File: src/rtl/mux4_rr_arbiter.sv
// rtl/mux4_rr_arbiter.sv - round-robin arbiter driving a 4:1 mux select, one grant at a time.
// Optional per-grant beat cap enabled with `define MUX_ARB_BURST_LIMIT_EN.
module mux4_rr_arbiter #(
  parameter int unsigned MAX_BURST = 4
) (
  input  logic       clk,
  input  logic       rst,
  input  logic [3:0] req,
  input  logic       out_ready,
  output logic [3:0] gnt,
  output logic [1:0] sel,
  output logic       out_valid,
  output logic       busy
);

  if (MAX_BURST < 1 || MAX_BURST > 255) begin : g_bad_max_burst
    $error("MAX_BURST must be in 1..255");
  end

  typedef enum logic {IDLE, GRANT} state_t;

  state_t     state_q, state_d;
  logic [1:0] g_q, g_d;
  logic [1:0] ptr_q, ptr_d;
  logic [3:0] gnt_q, gnt_d;
  logic [1:0] sel_q, sel_d;
  logic       accept;
  logic       rel;
  logic       arb;
  logic [1:0] arb_ptr;
  logic       pick_found;
  logic [1:0] pick_idx;

  // Search starts just after the last winner, so that winner is lowest priority.
  function automatic logic [2:0] rr_pick(input logic [1:0] p, input logic [3:0] r);
    logic [1:0] idx;
    rr_pick = 3'b000;
    for (int i = 4; i >= 1; i--) begin
      idx = p + 2'(i);
      if (r[idx]) rr_pick = {1'b1, idx};
    end
  endfunction

  assign busy      = (state_q == GRANT);
  assign out_valid = busy & req[g_q];
  assign gnt       = gnt_q;
  assign sel       = sel_q;
  assign accept    = out_valid & out_ready;

`ifdef MUX_ARB_BURST_LIMIT_EN
  localparam int unsigned BW = $clog2(MAX_BURST + 1);
  localparam logic [BW-1:0] LAST_BEAT = BW'(MAX_BURST - 1);

  logic [BW-1:0] beat_cnt_q, beat_cnt_d;
  logic          limit_hit;

  assign limit_hit = accept && (beat_cnt_q == LAST_BEAT);

  always_comb begin
    beat_cnt_d = beat_cnt_q;
    if (state_q == GRANT) begin
      if (rel) beat_cnt_d = '0;
      else if (accept) beat_cnt_d = beat_cnt_q + 1'b1;
    end
  end

  always_ff @(posedge clk or posedge rst) begin
    if (rst) beat_cnt_q <= '0;
    else     beat_cnt_q <= beat_cnt_d;
  end
`else
  logic limit_hit;
  assign limit_hit = 1'b0;
`endif

  always_comb begin
    state_d = state_q;
    g_d     = g_q;
    ptr_d   = ptr_q;
    gnt_d   = gnt_q;
    sel_d   = sel_q;
    rel     = 1'b0;
    arb     = 1'b0;
    arb_ptr = ptr_q;

    case (state_q)
      IDLE: arb = |req;
      GRANT: begin
        rel = ~req[g_q] | limit_hit;
        if (rel) begin
          ptr_d   = g_q;
          arb_ptr = g_q;
          arb     = 1'b1;
        end
      end
      default: ;
    endcase

    {pick_found, pick_idx} = rr_pick(arb_ptr, req);

    // Re-arbitration on release happens in the same edge: no idle bubble.
    if (arb) begin
      if (pick_found) begin
        state_d = GRANT;
        g_d     = pick_idx;
        gnt_d   = 4'b0001 << pick_idx;
        sel_d   = {pick_idx[0], pick_idx[1]};
      end else begin
        state_d = IDLE;
        gnt_d   = 4'b0000;
      end
    end
  end

  always_ff @(posedge clk or posedge rst) begin
    if (rst) begin
      state_q <= IDLE;
      g_q     <= 2'd0;
      ptr_q   <= 2'd3;
      gnt_q   <= 4'b0000;
      sel_q   <= 2'b00;
    end else begin
      state_q <= state_d;
      g_q     <= g_d;
      ptr_q   <= ptr_d;
      gnt_q   <= gnt_d;
      sel_q   <= sel_d;
    end
  end

endmodule

File: config.mk
export PLATFORM = sky130hd
export DESIGN_NAME = mux4_rr_arbiter
export DESIGN_NICKNAME = d
export VERILOG_FILES = /design/src/rtl/mux4_rr_arbiter.sv
export SDC_FILE = /design/constraint.sdc
export NUM_CORES = 1
export LEC_CHECK = 0
export CAP_MARGIN = 15
export CORE_MARGIN = 2
export CORE_UTILIZATION = 45
export DETAILED_ROUTE_END_ITERATION = 16
export GPL_TIMING_DRIVEN = 0
export PLACE_DENSITY = 0.73
export SYNTH_ARGS = -nofsm -noshare
export SYNTH_HDL_FRONTEND = slang
export SYNTH_SLANG_ARGS = --single-unit
File: constraint.sdc
create_clock -name clk -period 2.6 [get_ports clk]
set_input_delay 0.52 -clock clk [delete_from_list [all_inputs] [get_ports clk]]
set_output_delay 0.52 -clock clk [all_outputs]
set_load 0.05 [all_outputs]
* After elaboration in Yosys (flattened, before gate mapping)
Cells that the tools add are included.
** Storage, ports and cells
- Register bits after elaboration :: 11
- Latch bits :: 0
- Memory bits (writable) :: 0
- ROM bits :: 0
- Memories :: 0
** Cells by class
- Add/sub/neg operators :: 3
- Multiply operators :: 0
- Divide/modulo/power cells :: 0
- $lt $le $gt $ge :: 5
- Equal/unequal tests :: 0
- Shifts and indexed selects :: 1
- Muxes and demuxes :: 20
- Bitwise operators :: 2
- Reduce and logical (&&, ||, !) cells :: 2
** Operator list (count)
- less-than comparator 2 x 3 -> 1 bit, second input constant :: 5
- two-way mux 3 bit :: 4
- binary-select mux 1 bit (select 2 bit) :: 5
- two-way mux 1 bit :: 7
- adder 2 bit, second input constant :: 2
- two-way mux 2 bit :: 2
- two-way mux 4 bit :: 1
- OR reduction 4 bit :: 1
- left shift 1 x 2 -> 4 bit, first input constant :: 1
- adder 2 x 1 -> 2 bit, second input constant :: 1
- one-hot mux 1 bit (2 select lines) :: 1
- AND reduction 2 bit :: 1
- AND 1 bit :: 1
- inverter 1 bit :: 1

* Longest topological paths before layout
- Depth in word-level cells :: 12
- Mapped depth :: 7

* Worst setup path before layout
No wires, ideal clock.
- Path type :: register to register
- Start point :: register g_q[0]
- End point :: register gnt_q[1] (netlist: gnt[1])
- Library setup time :: 0.095 ns
- Data arrival time :: 2.158 ns
- Data required time :: 2.505 ns
- Slack :: 0.347 ns
- Cell stages (with the launch flop) :: 8
- Cells stage by stage :: dfrtp_1 buf_6 mux2_4 o22ai_1 mux2_4 a21o_1 and3_4 o31ai_1
** Between the ends
- Word-level cells in the longest chain between the ends :: 12
** Ends and longest elaborated chain
- start, declared :: RTL line 23 : logic [1:0] g_q, g_d;
- start signal, assigned :: RTL line 124 : g_q <= g_d;
- binary-select mux 1 bit (select 2 bit) :: RTL line 89 : rel = ~req[g_q] | limit_hit;
- two-way mux 1 bit (implied by the code) :: RTL line 89
- two-way mux 2 bit (*)
- two-way mux 2 bit (*) :: RTL line 86 : case (state_q)
- via arb_ptr[0] :: RTL line 30 : logic [1:0] arb_ptr;
- adder 2 bit / binary-select mux 1 bit (select 2 bit) (equally long branches) :: RTL line 39, 40
- binary-select mux 1 bit (select 2 bit) / two-way mux 1 bit (equally long branches) :: RTL line 40 : if (r[idx]) rr_pick = {1'b1, idx};
- two-way mux 1 bit (implied by the code) / two-way mux 3 bit (equally long branches) :: RTL line 40
- two-way mux 3 bit (2 in series) :: RTL line 40
- two-way mux 3 bit (*) :: RTL line 40
- left shift 1 x 2 -> 4 bit :: RTL line 106 : gnt_d = 4'b0001 << pick_idx;
- two-way mux 4 bit (*) :: RTL line 103 : if (pick_found) begin
- end signal, assigned :: RTL line 126 : gnt_q <= gnt_d;
- end, declared :: RTL line 25 : logic [3:0] gnt_q, gnt_d;
The timed path passes the listed nets; every way through them passes the cells marked *. The select of a mux whose other input is x is not followed.
A chain may end at the register's enable or synchronous reset.

* Final worst setup path
- Start point :: input port req[0]
- End point :: output port out_valid
** Between the ends
- Word-level cells in the longest chain between the ends :: 3
** Ends and longest elaborated chain
- start, declared :: RTL line 8 : input logic [3:0] req,
- binary-select mux 1 bit (select 2 bit) :: RTL line 45 : assign out_valid = busy & req[g_q];
- two-way mux 1 bit (implied by the code) :: RTL line 45
- AND 1 bit :: RTL line 45
- end, declared :: RTL line 12 : output logic out_valid,
Every way passes these cells. The select of a mux whose other input is x is not followed.

==> impl_metrics.py <==
metrics = {
    "clock_tree": {
        "cts_resized": 3,
        "clk-insertion-delay-late_ns": 0.25,
        "post_cts_buffers": 0,
        "clockRootBuffer": "clkbuf_4",
        "htreeDepth": 1,
        "numCtsBuffers": 3,
        "cts_tree": "yes",
        "hold_buffers": 0,
        "cts_sinks": 9,
        "cts_buffer_depth": 2,
        "cts.clk_slew.worst_paths_ns": 0.06,
    },
    "detailed_routing": {
        "post_drt_wl_per_cell_um": 15.1,
        "drt_iter0_drc": 15,
        "routed_via_density": 5.58,
        "num_vias": 508,
        "antenna_left": 0,
        "wl_um": 1370,
        "drc": 0,
        "firstDrtPassIters": 4,
    },
    "cells_and_area": {
        "final_area_um2": 803,
        "antenna_cells": 0,
        "postLayoutCoreUtil_pct": 61.7,
        "area_growth_pct": 28.1,
        "drive_gt1_share_pct": 28.9,
        "final_nets": 84,
        "layoutNonFillerInstCount": 91,
    },
    "power_and_ir_drop": {
        "p_per_area_mw_per_mm2": 1380,
        "switching_power_uw": 532,
        "clkPwrFrac_pct": 9.8,
        "p_seq_share_pct": 23.4,
        "p_int_uw": 574,
        "comb_power_share_pct": 66.8,
        "ir_worst_vdd_mv": 0.789,
        "p_leak_uw": 0.000353,
        "swShare_pct": 48.1,
    },
    "timing": {
        "rsz0062_at_grt": "no",
        "max_freq_mhz": 390,
        "max_slew.worst_pin.slew_ns": 0.494,
        "drv_slew": 0,
        "maxSlewHeadroom_pct": 66.9,
        "post-route-period-util_pct": 98.6,
        "fin_skew_ns": 0.000634,
        "fin_crit_ns": 2.56,
        "hold_violations": 0,
        "finalSetupViolCount": 0,
        "fin_hold_ws_ns": 0.492,
        "finalSetupTns_ns": 0,
    },
    "worst_setup_path": {
        "worstPathMaxFanout": 6,
        "crit_chain": "clkdlybuf4s50_1, mux2_4, o211ai_2, inv_1, clkdlybuf4s15_2",
        "cp_slowest_cell": "clkdlybuf4s50_1",
        "crit_required_ns": 2.08,
        "critPathLaunch": "req[0]",
        "endpoint_kind": "output port",
        "worstSetupPathType": "primary input to output port",
        "start_kind": "primary input",
        "r2r_start": "g_q[0]",
        "arrival_ns": 2.04,
        "cp_slowest_stage_delay_ns": 0.53,
    },
    "die": {
        "fp.dieW_um": 41.3,
        "dieArea_mm2": 0.00171,
        "die_h_um": 41.3,
        "rows": 13,
        "initial_utilization_pct": 48.2,
        "io_pins": 15,
        "core_area_mm2": 0.00130,
    },
    "synth": {
        "synth_edf_count": 0,
        "synth_cell_type_count": 32,
        "yosys.area.top_type_share_pct": 27.9,
        "synthCells": 59,
        "synth_area_um2": 627,
        "async_flop_share_pct": 100,
        "synth_nets": 66,
        "synth_largest_area_cell": "dfrtp_1",
        "avgSynthCellArea_um2": 10.6,
        "synthTopCellsByCount": "dfrtp_1, inv_1, nand2_1",
        "ys_dominant_reg_cell": "dfrtp_1",
        "synthTopCellsByArea": "dfrtp_1, dfstp_2, mux2_4",
        "synth_seq_area_share_pct": 36.3,
        "yosys_warnings": 0,
        "ys_ff_latch": 9,
    },
    "placement": {
        "place_area_um2": 776,
        "place_inst": 87,
        "dp_hpwl_um": 1020,
        "routabilityCongestion": 0.754,
        "portBuffers": 13,
    },
    "grt": {
        "grt_max_degree": 10,
        "grt_pass1_vias": 433,
        "gr-total-overflow": 0,
        "grtUsageTotal_pct": 18.9,
        "grt_pass1_wl_um": 2030,
        "antenna_found_initial": 0,
    },
    "hold_path": {
        "hp-start": "gnt[0]",
        "hp-class": "register to register",
    },
    "flow_run": {
        "cap_violations": 0,
    },
    "outcome": {
        "status": "completed",
    },
}
==> layout by cell type, fill, tap and decap left out <==
master,n
a211oi_1,1
a21o_1,2
a21o_2,2
a21oi_1,1
a22o_1,2
a41oi_1,1
and3_4,2
buf_6,1
clkbuf_1,1
clkbuf_4,3
clkdlybuf4s15_2,1
clkdlybuf4s50_1,12
dfrtp_1,7
dfstp_2,2
inv_1,7
mux2_4,3
mux2i_1,1
nand2_1,5
nand2_2,1
nand2b_1,1
nand3_1,2
nand3_2,1
nand3b_1,1
nor2_1,1
nor3_1,1
nor3_2,1
nor4_4,1
o211ai_2,1
o21ai_0,1
o21ai_4,2
o22ai_1,2
o311a_2,1
o311ai_0,1
o31ai_1,2
or4_1,1
xor2_1,1
==> metal layers <==
metal / share of wire (%) / global-route usage, %
met1: 49 / 26.2
met2: 48 / 29.3
met3: 1.8 / 1.60
met4: 1.2 / 9.68
met5: 0 / 0
==> power by group through the flow <==
stage	clock network [uW]	registers, uW	logic [uW]
final	108	259	739
after global routing	117	264	782
after CTS	110	259	744
after detailed placement	0	260	739
after global placement	0	259	732
after floorplan	0	386	433
==> flip-flops by register name (all words and copies together), names as in the netlist <==
signal,flops
gnt,4
busy,1
g_q,1
ptr_q,2
sel,1
==> final cells by class <==
class                   count  area, um^2
well taps                  15        18.8
plain buffers               1        11.3
multi-input cells          42         362
fillers                   116         498
repair buffers             13         131
flip-flops and latches      9         228
clock buffers               4        26.3
inverters                   7        26.3
==> critical path: cells and delay by family <==
family / cells / cell delay [ns]
muxes: 1 / 0.36
AOI/OAI and AO/OA: 1 / 0.24
buffers and inverters: 3 / 0.92
==> path summary, 6_finish.rpt <==
check                       endpoint  slack [ns]  cells past startpoint
min reg2reg                   gnt[0]        0.49                      2
max in group asynchronous   ptr_q[0]        1.79                      2
min                           gnt[0]        0.49                      2
max                        out_valid        0.04                      5
min in group asynchronous     gnt[1]        0.52                      2
max reg2reg                   gnt[1]        0.57                      7
==> metrics by stage <==
stage | setup slack, ns | power [uW]
2_1_floorplan | 0.347 | 819
3_3_place_gp | -0.303 | 991
3_5_place_dp | -0.315 | 999
4_1_cts | 0.0488 | 1110
5_1_grt | 0.00500 | 1160
6_report | 0.0374 | 1110
==> kinds of logic (layout without fill, tap and decap cells) <==
group,count (synthesis),after routing,share of synthesized area [%]
buffers and inverters,8,25,5.99
AND/OR/NAND/NOR,18,18,20.6
flip-flops,9,9,36.3
AO/OA/AOI/OAI,19,19,26.9
multiplexers,4,4,8.78
XOR/XNOR,1,1,1.40
(Power assumes the default switching activity.)
